**config.mk**
```make
export PLATFORM = sky130hd
export DESIGN_NAME = bitblade_precision_seq
export DESIGN_NICKNAME = d
export VERILOG_FILES = /design/src/rtl/bitblade_pkg.sv /design/src/rtl/bitblade_precision_seq_mul.sv /design/src/rtl/bitblade_precision_seq.sv
export SDC_FILE = /design/constraint.sdc
export NUM_CORES = 1
export LEC_CHECK = 0
export ABC_AREA = 1
export CORE_MARGIN = 2
export CORE_UTILIZATION = 60
export CTS_BUF_LIST = sky130_fd_sc_hd__clkbuf_4
export CTS_CLUSTER_SIZE = 12
export DETAILED_ROUTE_END_ITERATION = 6
export PLACE_DENSITY = 0.85
export RECOVER_POWER = 50
export SLEW_MARGIN = 15
export SYNTH_ARGS = -nofsm -noshare
export SYNTH_HDL_FRONTEND = slang
export SYNTH_SLANG_ARGS = --single-unit
```
**constraint.sdc**
```tcl
create_clock -name CLK -period 7.7 [get_ports CLK]
set_input_delay 1.155 -clock CLK [delete_from_list [all_inputs] [get_ports CLK]]
set_output_delay 1.155 -clock CLK [all_outputs]
set_load 0.02 [all_outputs]
```
**src/rtl/bitblade_pkg.sv**
```systemverilog
// Shared encodings, FSM states and slice-count helper for the BitBlade precision sequencer.
package bitblade_pkg;

  localparam int unsigned OP_W    = 8;
  localparam int unsigned SLICE_W = 2;
  localparam int unsigned PREC_W  = 2;
  localparam int unsigned CNT_W   = 2;
  localparam int unsigned NS_W    = 3;
  localparam int unsigned PROD_W  = 6;
  localparam int unsigned SHAMT_W = 4;

  localparam logic [PREC_W-1:0] PREC_2B = 2'b00;
  localparam logic [PREC_W-1:0] PREC_4B = 2'b01;
  localparam logic [PREC_W-1:0] PREC_8B = 2'b10;

  typedef enum logic [1:0] {
    IDLE = 2'd0,
    RUN  = 2'd1,
    DONE = 2'd2
  } state_t;

  // Number of 2-bit slices for a precision code; the unused code 11 behaves as 8b.
  function automatic logic [NS_W-1:0] n_slices(input logic [PREC_W-1:0] prec);
    case (prec)
      PREC_2B: n_slices = 3'd1;
      PREC_4B: n_slices = 3'd2;
      default: n_slices = 3'd4;
    endcase
  endfunction

endpackage

```
**src/rtl/bitblade_precision_seq_mul.sv**
```systemverilog
// MUL_reconfigurable_3_3: 2b x 2b slice multiplier, each slice optionally the signed MSB slice.
module bitblade_precision_seq_mul
  import bitblade_pkg::*;
(
  input  logic [SLICE_W-1:0] a,
  input  logic [SLICE_W-1:0] b,
  input  logic               sign_i,
  input  logic               sign_w,
  output logic [PROD_W-1:0]  product_c
);

  logic [PROD_W-1:0] a_ext;
  logic [PROD_W-1:0] b_ext;

  // Extend each slice to 3 bits (signed or zero), then to the product width; mod-64 multiply is exact.
  always_comb begin
    a_ext     = {{(PROD_W-SLICE_W){sign_i & a[SLICE_W-1]}}, a};
    b_ext     = {{(PROD_W-SLICE_W){sign_w & b[SLICE_W-1]}}, b};
    product_c = PROD_W'(a_ext * b_ext);
  end

endmodule

```
**src/rtl/bitblade_precision_seq.sv**
```systemverilog
// Sequences one 2b x 2b slice multiplier over 2/4/8-bit operands, shift-accumulating the partial products.
module bitblade_precision_seq
  import bitblade_pkg::*;
#(
  parameter int unsigned ACC_W = 24
) (
  input  logic              CLK,
  input  logic              RST,
  input  logic              IN_VALID,
  output logic              IN_READY,
  input  logic [OP_W-1:0]   IN_A,
  input  logic [OP_W-1:0]   IN_B,
  input  logic [PREC_W-1:0] IN_PREC_I,
  input  logic [PREC_W-1:0] IN_PREC_W,
  input  logic              IN_SIGN_I,
  input  logic              IN_SIGN_W,
  input  logic              IN_ACC,
  output logic              OUT_VALID,
  input  logic              OUT_READY,
  output logic [ACC_W-1:0]  OUT_RESULT,
  output logic              BUSY
);

  state_t            state_q, state_d;
  logic [OP_W-1:0]   a_q, a_d, b_q, b_d;
  logic [NS_W-1:0]   ni_q, ni_d, nw_q, nw_d;
  logic              sign_i_q, sign_i_d, sign_w_q, sign_w_d;
  logic [CNT_W-1:0]  i_q, i_d, j_q, j_d;
  logic [ACC_W-1:0]  acc_q, acc_d;
  logic              in_ready_q, out_valid_q, busy_q;

  logic [SLICE_W-1:0] a_slice, b_slice;
  logic               last_i, last_j;
  logic [PROD_W-1:0]  product;
  logic [ACC_W-1:0]   product_ext;
  logic [SHAMT_W-1:0] shamt;

  // Slice muxes, MSB-slice sign flags and shift amount for the current (i, j) pair.
  always_comb begin
    a_slice     = a_q[{i_q, 1'b0} +: SLICE_W];
    b_slice     = b_q[{j_q, 1'b0} +: SLICE_W];
    last_i      = (NS_W'(i_q) == (ni_q - 3'd1));
    last_j      = (NS_W'(j_q) == (nw_q - 3'd1));
    shamt       = SHAMT_W'({i_q, 1'b0}) + SHAMT_W'({j_q, 1'b0});
    product_ext = {{(ACC_W-PROD_W){product[PROD_W-1]}}, product};
  end

  bitblade_precision_seq_mul u_mul (
    .a         (a_slice),
    .b         (b_slice),
    .sign_i    (sign_i_q & last_i),
    .sign_w    (sign_w_q & last_j),
    .product_c (product)
  );

  // Next-state logic: accept in IDLE, one slice pair per RUN cycle, hold result in DONE.
  always_comb begin
    state_d  = state_q;
    a_d      = a_q;
    b_d      = b_q;
    ni_d     = ni_q;
    nw_d     = nw_q;
    sign_i_d = sign_i_q;
    sign_w_d = sign_w_q;
    i_d      = i_q;
    j_d      = j_q;
    acc_d    = acc_q;
    case (state_q)
      IDLE: begin
        if (IN_VALID) begin
          a_d      = IN_A;
          b_d      = IN_B;
          ni_d     = n_slices(IN_PREC_I);
          nw_d     = n_slices(IN_PREC_W);
          sign_i_d = IN_SIGN_I;
          sign_w_d = IN_SIGN_W;
          i_d      = '0;
          j_d      = '0;
          if (!IN_ACC) begin
            acc_d = '0;
          end
          state_d = RUN;
        end
      end
      RUN: begin
        acc_d = acc_q + (product_ext << shamt);
        if (last_j) begin
          j_d = '0;
          if (last_i) begin
            state_d = DONE;
          end else begin
            i_d = i_q + 2'd1;
          end
        end else begin
          j_d = j_q + 2'd1;
        end
      end
      DONE: begin
        if (OUT_READY) begin
          state_d = IDLE;
        end
      end
      default: state_d = IDLE;
    endcase
  end

  // State, datapath and registered handshake outputs.
  always_ff @(posedge CLK) begin
    if (RST) begin
      state_q     <= IDLE;
      a_q         <= '0;
      b_q         <= '0;
      ni_q        <= 3'd1;
      nw_q        <= 3'd1;
      sign_i_q    <= 1'b0;
      sign_w_q    <= 1'b0;
      i_q         <= '0;
      j_q         <= '0;
      acc_q       <= '0;
      in_ready_q  <= 1'b1;
      out_valid_q <= 1'b0;
      busy_q      <= 1'b0;
    end else begin
      state_q     <= state_d;
      a_q         <= a_d;
      b_q         <= b_d;
      ni_q        <= ni_d;
      nw_q        <= nw_d;
      sign_i_q    <= sign_i_d;
      sign_w_q    <= sign_w_d;
      i_q         <= i_d;
      j_q         <= j_d;
      acc_q       <= acc_d;
      in_ready_q  <= (state_d == IDLE);
      out_valid_q <= (state_d == DONE);
      busy_q      <= (state_d != IDLE);
    end
  end

  assign IN_READY   = in_ready_q;
  assign OUT_VALID  = out_valid_q;
  assign OUT_RESULT = acc_q;
  assign BUSY       = busy_q;

endmodule

```
==> flow_summary.json, run 1 <==
{
  "synthTopCellsByArea": "dfxtp_1 25%, nand2_1 18%, ha_1 8.5%",
  "ys_types": 44,
  "setup.worst_path.start_class": "flip-flop",
  "crit_fanout": 5,
  "io_buffers": 53,
  "root_buffer": "clkbuf_4",
  "skew_ns": 0.0104,
  "synth_edf_count": 0,
  "cts_tree": "yes",
  "finalWirelength_mm": 11.7,
  "clk_pin_slew_ns": 0.11,
  "drt-initial-drc-count": 286,
  "drc": 0,
  "grt_use_total_pct": 29.4,
  "ctsHoldBuffers": 0,
  "io-pin-count": 54,
  "required_ns": 7.92,
  "die_h_um": 91.0,
  "final_common_cell": "nand2_1",
  "setup_viol": 0,
  "insertion_delay_ns": 0.42,
  "synth_top_flop_cell": "dfxtp_1",
  "ctsResizeCount": 0,
  "ant_nets": 0,
  "maxCapViolations": 1,
  "cp_top_family": "adder cells",
  "routed-via-count": 4754,
  "worstSetupPathType": "flip-flop to flip-flop",
  "initial_core_util_pct": 62.3,
  "hold_path.class": "flip-flop to flip-flop",
  "violations": "capacitance limit, slew limit",
  "synth_top_area_cell": "dfxtp_1",
  "tightest_slew_ns": 1.81,
  "cts-buffers-inserted": 9,
  "grt_max_degree": 37,
  "outcome": "finished with violations",
  "instances_no_fill": 877,
  "dieArea_sq_mm": 0.00828,
  "drive_above_1_share_pct": 7.07,
  "final_cell_mix": "212 x nand2_1, 95 x inv_1, 85 x nor2_1",
  "antenna_found_initial": 0,
  "htreeDepth": 3,
  "relSlewSlack_pct": -20.6,
  "dp.cells": 861,
  "power_leakage_uw": 0.00262,
  "avgSynthCellArea_sq_um": 6.26,
  "max_stage_delay_ns": 0.57,
  "syn_nets": 790,
  "hpwl_mm": 9.05,
  "rsz0062_at_grt": "no",
  "cp_slowest_cell": "fa_1",
  "die_w_um": 91.0,
  "grt_pass1_vias": 4534,
  "path_buf_inv": 4,
  "grt_overflow": 0,
  "synth-seq-area-share_pct": 25.1,
  "drv_slew": 37,
  "cts_setup_buffers": 0,
  "netlist_area_sq_mm": 0.00454,
  "synth_cells": 726,
  "worst_ir_drop_vdd_mv": 0.121,
  "antenna_cells": 0,
  "yosys_register_bits": 57,
  "clock_path_buffers": 2,
  "fin_crit_ns": 5.59,
  "synthArstFlopShare_pct": 0,
  "firstDrtPassIters": 5,
  "setup_tns_ns": 0,
  "worst_path_most_repeated_cell": "nand2_1",
  "synth_warnings": 0,
  "finalHoldViolCount": 0,
  "critPathCaptureType": "flip-flop",
  "wl_per_cell_um": 13.4,
  "synth_top_area_share_pct": 25.1,
  "grt_first_pass_wirelength_mm": 20.1,
  "num_rows": 31,
  "syn2layout_area_growth_pct": 15.3,
  "period_share_pct": 72.6,
  "critical_path_arrival_ns": 5.82,
  "power.density_mw_per_mm2": 199,
  "place.gp.congestion": 1.07,
  "core_sq_mm": 0.00729,
  "vias_per_cell": 5.42,
  "fmax_mhz": 179,
  "fin_nets": 837,
  "cts_sinks": 57
}
[through the flow]
| step | power, uW | util, % | setup slack [ns] | hold slack (ns) | instance area [sq um] |
|---|---|---|---|---|---|
| 3_5_place_dp | 816 | 70.0 | 2.26 | 0.473 | 5110 |
| 2_1_floorplan | 696 | - | 2.89 | 0.445 | 4540 |
| 3_3_place_gp | 799 | 70.0 | 2.49 | 0.456 | 5110 |
| 4_1_cts | 1050 | 71.9 | 2.25 | 0.490 | 5250 |
| 5_1_grt | 1110 | 71.8 | 1.66 | 0.506 | 5240 |
| 6_report | 1040 | 71.8 | 2.11 | 0.486 | 5240 |
[worst reg2reg max path, delay by kind of cell (launching register included)]
kind                     cells  cell delay [ns]
XOR/XNOR                     2             0.32
flip-flops                   1             0.38
adder cells (fa/ha/maj)      6             2.04
buffers and inverters        4             0.32
AO/OA/AOI/OAI                4             0.41
AND/OR/NAND/NOR             14             1.96
[worst paths after layout]
path | start | to | slack, ns | cells past startpoint
max | ni_q[0]$_SDFFE_PP1P_ | OUT_RESULT[11]$_SDFFE_PP0P_ | 2.11 | 30
min | ni_q[1]$_SDFFE_PP0P_ | ni_q[1]$_SDFFE_PP0P_ | 0.49 | 2
max reg2reg | ni_q[0]$_SDFFE_PP1P_ | OUT_RESULT[11]$_SDFFE_PP0P_ | 2.11 | 30
min reg2reg | ni_q[1]$_SDFFE_PP0P_ | ni_q[1]$_SDFFE_PP0P_ | 0.49 | 2
[cells by family after synthesis]
| family | after synthesis | synth area share [%] |
|---|---|---|
| simple gates | 390 | 37.1 |
| xor+xnor | 12 | 2.31 |
| buf+inv | 123 | 10.9 |
| flops | 57 | 25.1 |
| compound gates | 106 | 13.1 |
| fa+ha+maj | 37 | 11.2 |
| mux | 1 | 0.220 |
[area by class of cell]
| cell class | instances | area, sq um |
|---|---|---|
| clock buffer | 11 | 82.6 |
| inverter | 105 | 397 |
| sequential | 57 | 1140 |
| clock inverter | 5 | 56.3 |
| multi-input combinational | 546 | 2900 |
| tap | 99 | 124 |
| fill | 658 | 2060 |
| timing repair buffer | 54 | 534 |
[layer usage]
| layer | wire (um) | track usage (%) | vias up |
|---|---|---|---|
| li1 | - | - | 2409 |
| met1 | 4770 | 33.6 | 2121 |
| met2 | 5820 | 52.4 | 183 |
| met3 | 667 | 5.06 | 41 |
| met4 | 470 | 15.3 | 0 |
| met5 | 0 | 0 | - |
[flip-flops by register name (all words and copies together) (netlist names), 2 cells and up]
signal	count
ni_q	3
i_q	2
nw_q	3
state_q	2
a_q	8
OUT_RESULT	24
b_q	8
j_q	2
[report_power, final]
group	internal (uW)	leakage, uW	switching [uW]
clock	106	0.0000768	123
sequential	332	0.000466	35.3
combinational	158	0.00208	290
[synth_stat cells (3+ instances only)]
master    count
a21oi_1      55
inv_2         6
nand2_2       8
nand3_1      48
a211oi_1      3
clkinv_1      3
clkbuf_1      7
nor2_1       83
nor2_2        9
buf_2         4
buf_4         3
xnor2_1       4
nand3_2       3
nor2_4        3
inv_1        95
fa_1          6
or2_2         3
o21ai_0      33
nand4_1       6
xor2_1        8
ha_1         31
dfxtp_1      57
nand3b_1      5
nand2_1     212
No activity file was read; power rests on OpenSTA's default activity.
==> run 2: changes to the inputs <==
Settings changed: CORE_UTILIZATION 60 to 53, PLACE_DENSITY 0.85 to 0.79.
Clock period 7.7 ns to 4.8 ns, I/O delays scaled along.
==> run 2 against run 1 <==
The flow finishes with violations (setup timing); power rose by 94%; clock power is 46% higher; final area grew 20%; worst setup slack got worse by 2.3 ns; non-clock buffer count increased by 58; critical path type unchanged; largest cell class unchanged; largest power group unchanged; highest routed layer unchanged.
==> flow_summary.json, run 2 (synthesis results as in run 1) <==
{
  "ant_nets": 0,
  "power.internal_uw": 1120,
  "num_rows": 33,
  "die_h_um": 96.6,
  "core_sq_mm": 0.00826,
  "power_uw": 2020,
  "drv_slew": 0,
  "fin_crit_ns": 5.00,
  "switching_share_pct": 44.7,
  "r2r-start": "ni_q[1]$_SDFFE_PP0P_",
  "antenna_found_initial": 0,
  "holdWs_ns": 0.481,
  "firstDrtPassIters": 6,
  "io-pin-count": 54,
  "skew_ns": 0.0178,
  "insertion_delay_ns": 0.44,
  "worstSetupPathType": "flip-flop to flip-flop",
  "dp_worst_setup_slack_ns": -0.387,
  "min_from": "nw_q[1]$_SDFFE_PP0P_",
  "htreeDepth": 3,
  "hpwl_mm": 9.48,
  "io_buffers": 53,
  "grt_use_total_pct": 28.1,
  "setup.worst_path.start_class": "flip-flop",
  "largest_reg_flops": 24,
  "finalHoldViolCount": 0,
  "worst_ir_drop_vdd_mv": 0.230,
  "syn2layout_area_growth_pct": 38.8,
  "power.density_mw_per_mm2": 321,
  "grt_first_pass_wirelength_mm": 20.2,
  "finalWorstSetupSlack_ns": -0.200,
  "maxCapViolations": 0,
  "finalWirelength_mm": 13.9,
  "place.gp.congestion": 0.927,
  "tightest_slew_ns": 0.968,
  "final_util_pct": 76.4,
  "p_seq_share_pct": 29.1,
  "antenna_cells": 0,
  "wl_per_cell_um": 14.7,
  "cp-startpoint": "ni_q[1]$_SDFFE_PP0P_",
  "grt_max_degree": 27,
  "clkPwrFrac_pct": 16.5,
  "initial_core_util_pct": 55.0,
  "clock_path_buffers": 2,
  "period_share_pct": 104,
  "routed-via-count": 5139,
  "final_cell_mix": "168 x nand2_1, 80 x inv_1, 66 x nor2_1",
  "clk_pin_slew_ns": 0.12,
  "global_route.usage.met1_pct": 29.9,
  "vias_per_cell": 5.46,
  "fin_nets": 895,
  "grt_pass1_vias": 4763,
  "hold_path.class": "flip-flop to flip-flop",
  "cts-buffers-inserted": 9,
  "die_w_um": 96.6,
  "p_sw_uw": 904,
  "grt_overflow": 0,
  "rrSetupSlack_ns": -0.20,
  "cts_tree": "yes",
  "critPathCaptureType": "flip-flop",
  "ctsHoldBuffers": 0,
  "crit_fanout": 4,
  "outcome": "finished with violations",
  "power_leakage_uw": 0.00301,
  "required_ns": 5.16,
  "fmax_mhz": 200,
  "drt-initial-drc-count": 232,
  "drc": 0,
  "combPwrFrac_pct": 54.4,
  "dieArea_sq_mm": 0.00933,
  "cts_sinks": 57,
  "grt_util_met3_pct": 5.43,
  "busiest_layer": "met2",
  "final_common_cell": "nand2_1",
  "setup_viol": 13,
  "drive_above_1_share_pct": 29.7,
  "root_buffer": "clkbuf_4",
  "relSlewSlack_pct": 35.3,
  "rsz0062_at_grt": "yes",
  "use_met2_pct": 50.2,
  "critical_path_arrival_ns": 5.36,
  "violations": "setup timing"
}
## run 2: cell types whose count changed in the layout (fill, tap and decap cells not counted), moves of 10 or more
cell	delta
nor2_1	-19
ha_1	-14
nand2_4	+10
buf_4	+54
a21oi_2	+10
inv_1	-15
a21oi_1	-11
ha_4	+12
inv_2	+16
nand2_2	+34
nor2_4	+12
o21ai_0	-10
nand2_1	-44
## run 2: what timing repair did
action	4_1_cts	5_1_grt
setup endpoints to repair	18	19
pin swaps	30	80
hold endpoints to repair	0	0
gates cloned	0	0
gates resized for setup	45	127
setup buffers	9	8
## run 2: area by class of cell
| cell class | count | area, sq um |
|---|---|---|
| inverters | 105 | 397 |
| repair buffers | 112 | 992 |
| flip-flops and latches | 57 | 1150 |
| clock inverters | 7 | 55.1 |
| well taps | 105 | 131 |
| fillers | 590 | 1950 |
| multi-input cells | 546 | 3520 |
| clock buffers | 9 | 67.6 |
## run 2: path summary, 6_finish.rpt
check                           endpoint  depth (start not counted)
max          OUT_RESULT[19]$_SDFFE_PP0P_                         27
min                 nw_q[1]$_SDFFE_PP0P_                          2
max reg2reg  OUT_RESULT[19]$_SDFFE_PP0P_                         27
min reg2reg         nw_q[1]$_SDFFE_PP0P_                          2
## run 2: worst max-delay path, cell delays in order, from the launching register on
cell,delay [ns]
dfxtp_2,0.36
inv_2,0.05
ha_4,0.26
xor2_2,0.16
nand3_2,0.10
inv_2,0.08
nand3_4,0.10
nor2_4,0.13
buf_6,0.11
fa_1,0.39
ha_1,0.32
ha_2,0.19
fa_2,0.37
xor2_1,0.17
nand2_1,0.12
nand3_2,0.14
o21ai_1,0.14
inv_1,0.11
o21ai_2,0.19
mux2i_2,0.14
ha_4,0.37
nand2_4,0.08
nor2_4,0.14
nand2_1,0.08
nand3b_1,0.25
nand4_1,0.15
nand3_2,0.08
a21oi_1,0.16
## run 2: per-stage QoR
stage / std cells / area, sq um / TNS [ns]
CTS: 933 / 5770 / -0.225
finish: 941 / 6310 / -1.47
floorplan: 726 / 4550 / 0
detailed placement: 908 / 5420 / -4.91
global placement: 908 / 5420 / -1.09
global route: 941 / 6310 / -5.65
## run 2: power groups by stage
stage / Sequential, uW / Clock (uW) / Combinational (uW)
after floorplan: 607 / 0 / 510
after global placement: 589 / 0 / 779
after detailed placement: 591 / 0 / 797
after CTS: 583 / 339 / 859
after global routing: 595 / 362 / 1180
final: 589 / 333 / 1100
## run 2: routing by layer
metal	vias to the layer above	share of wire, %
met5	-	0
li1	2533	-
met1	2308	38
met3	76	5.6
met2	222	50
met4	0	6.6
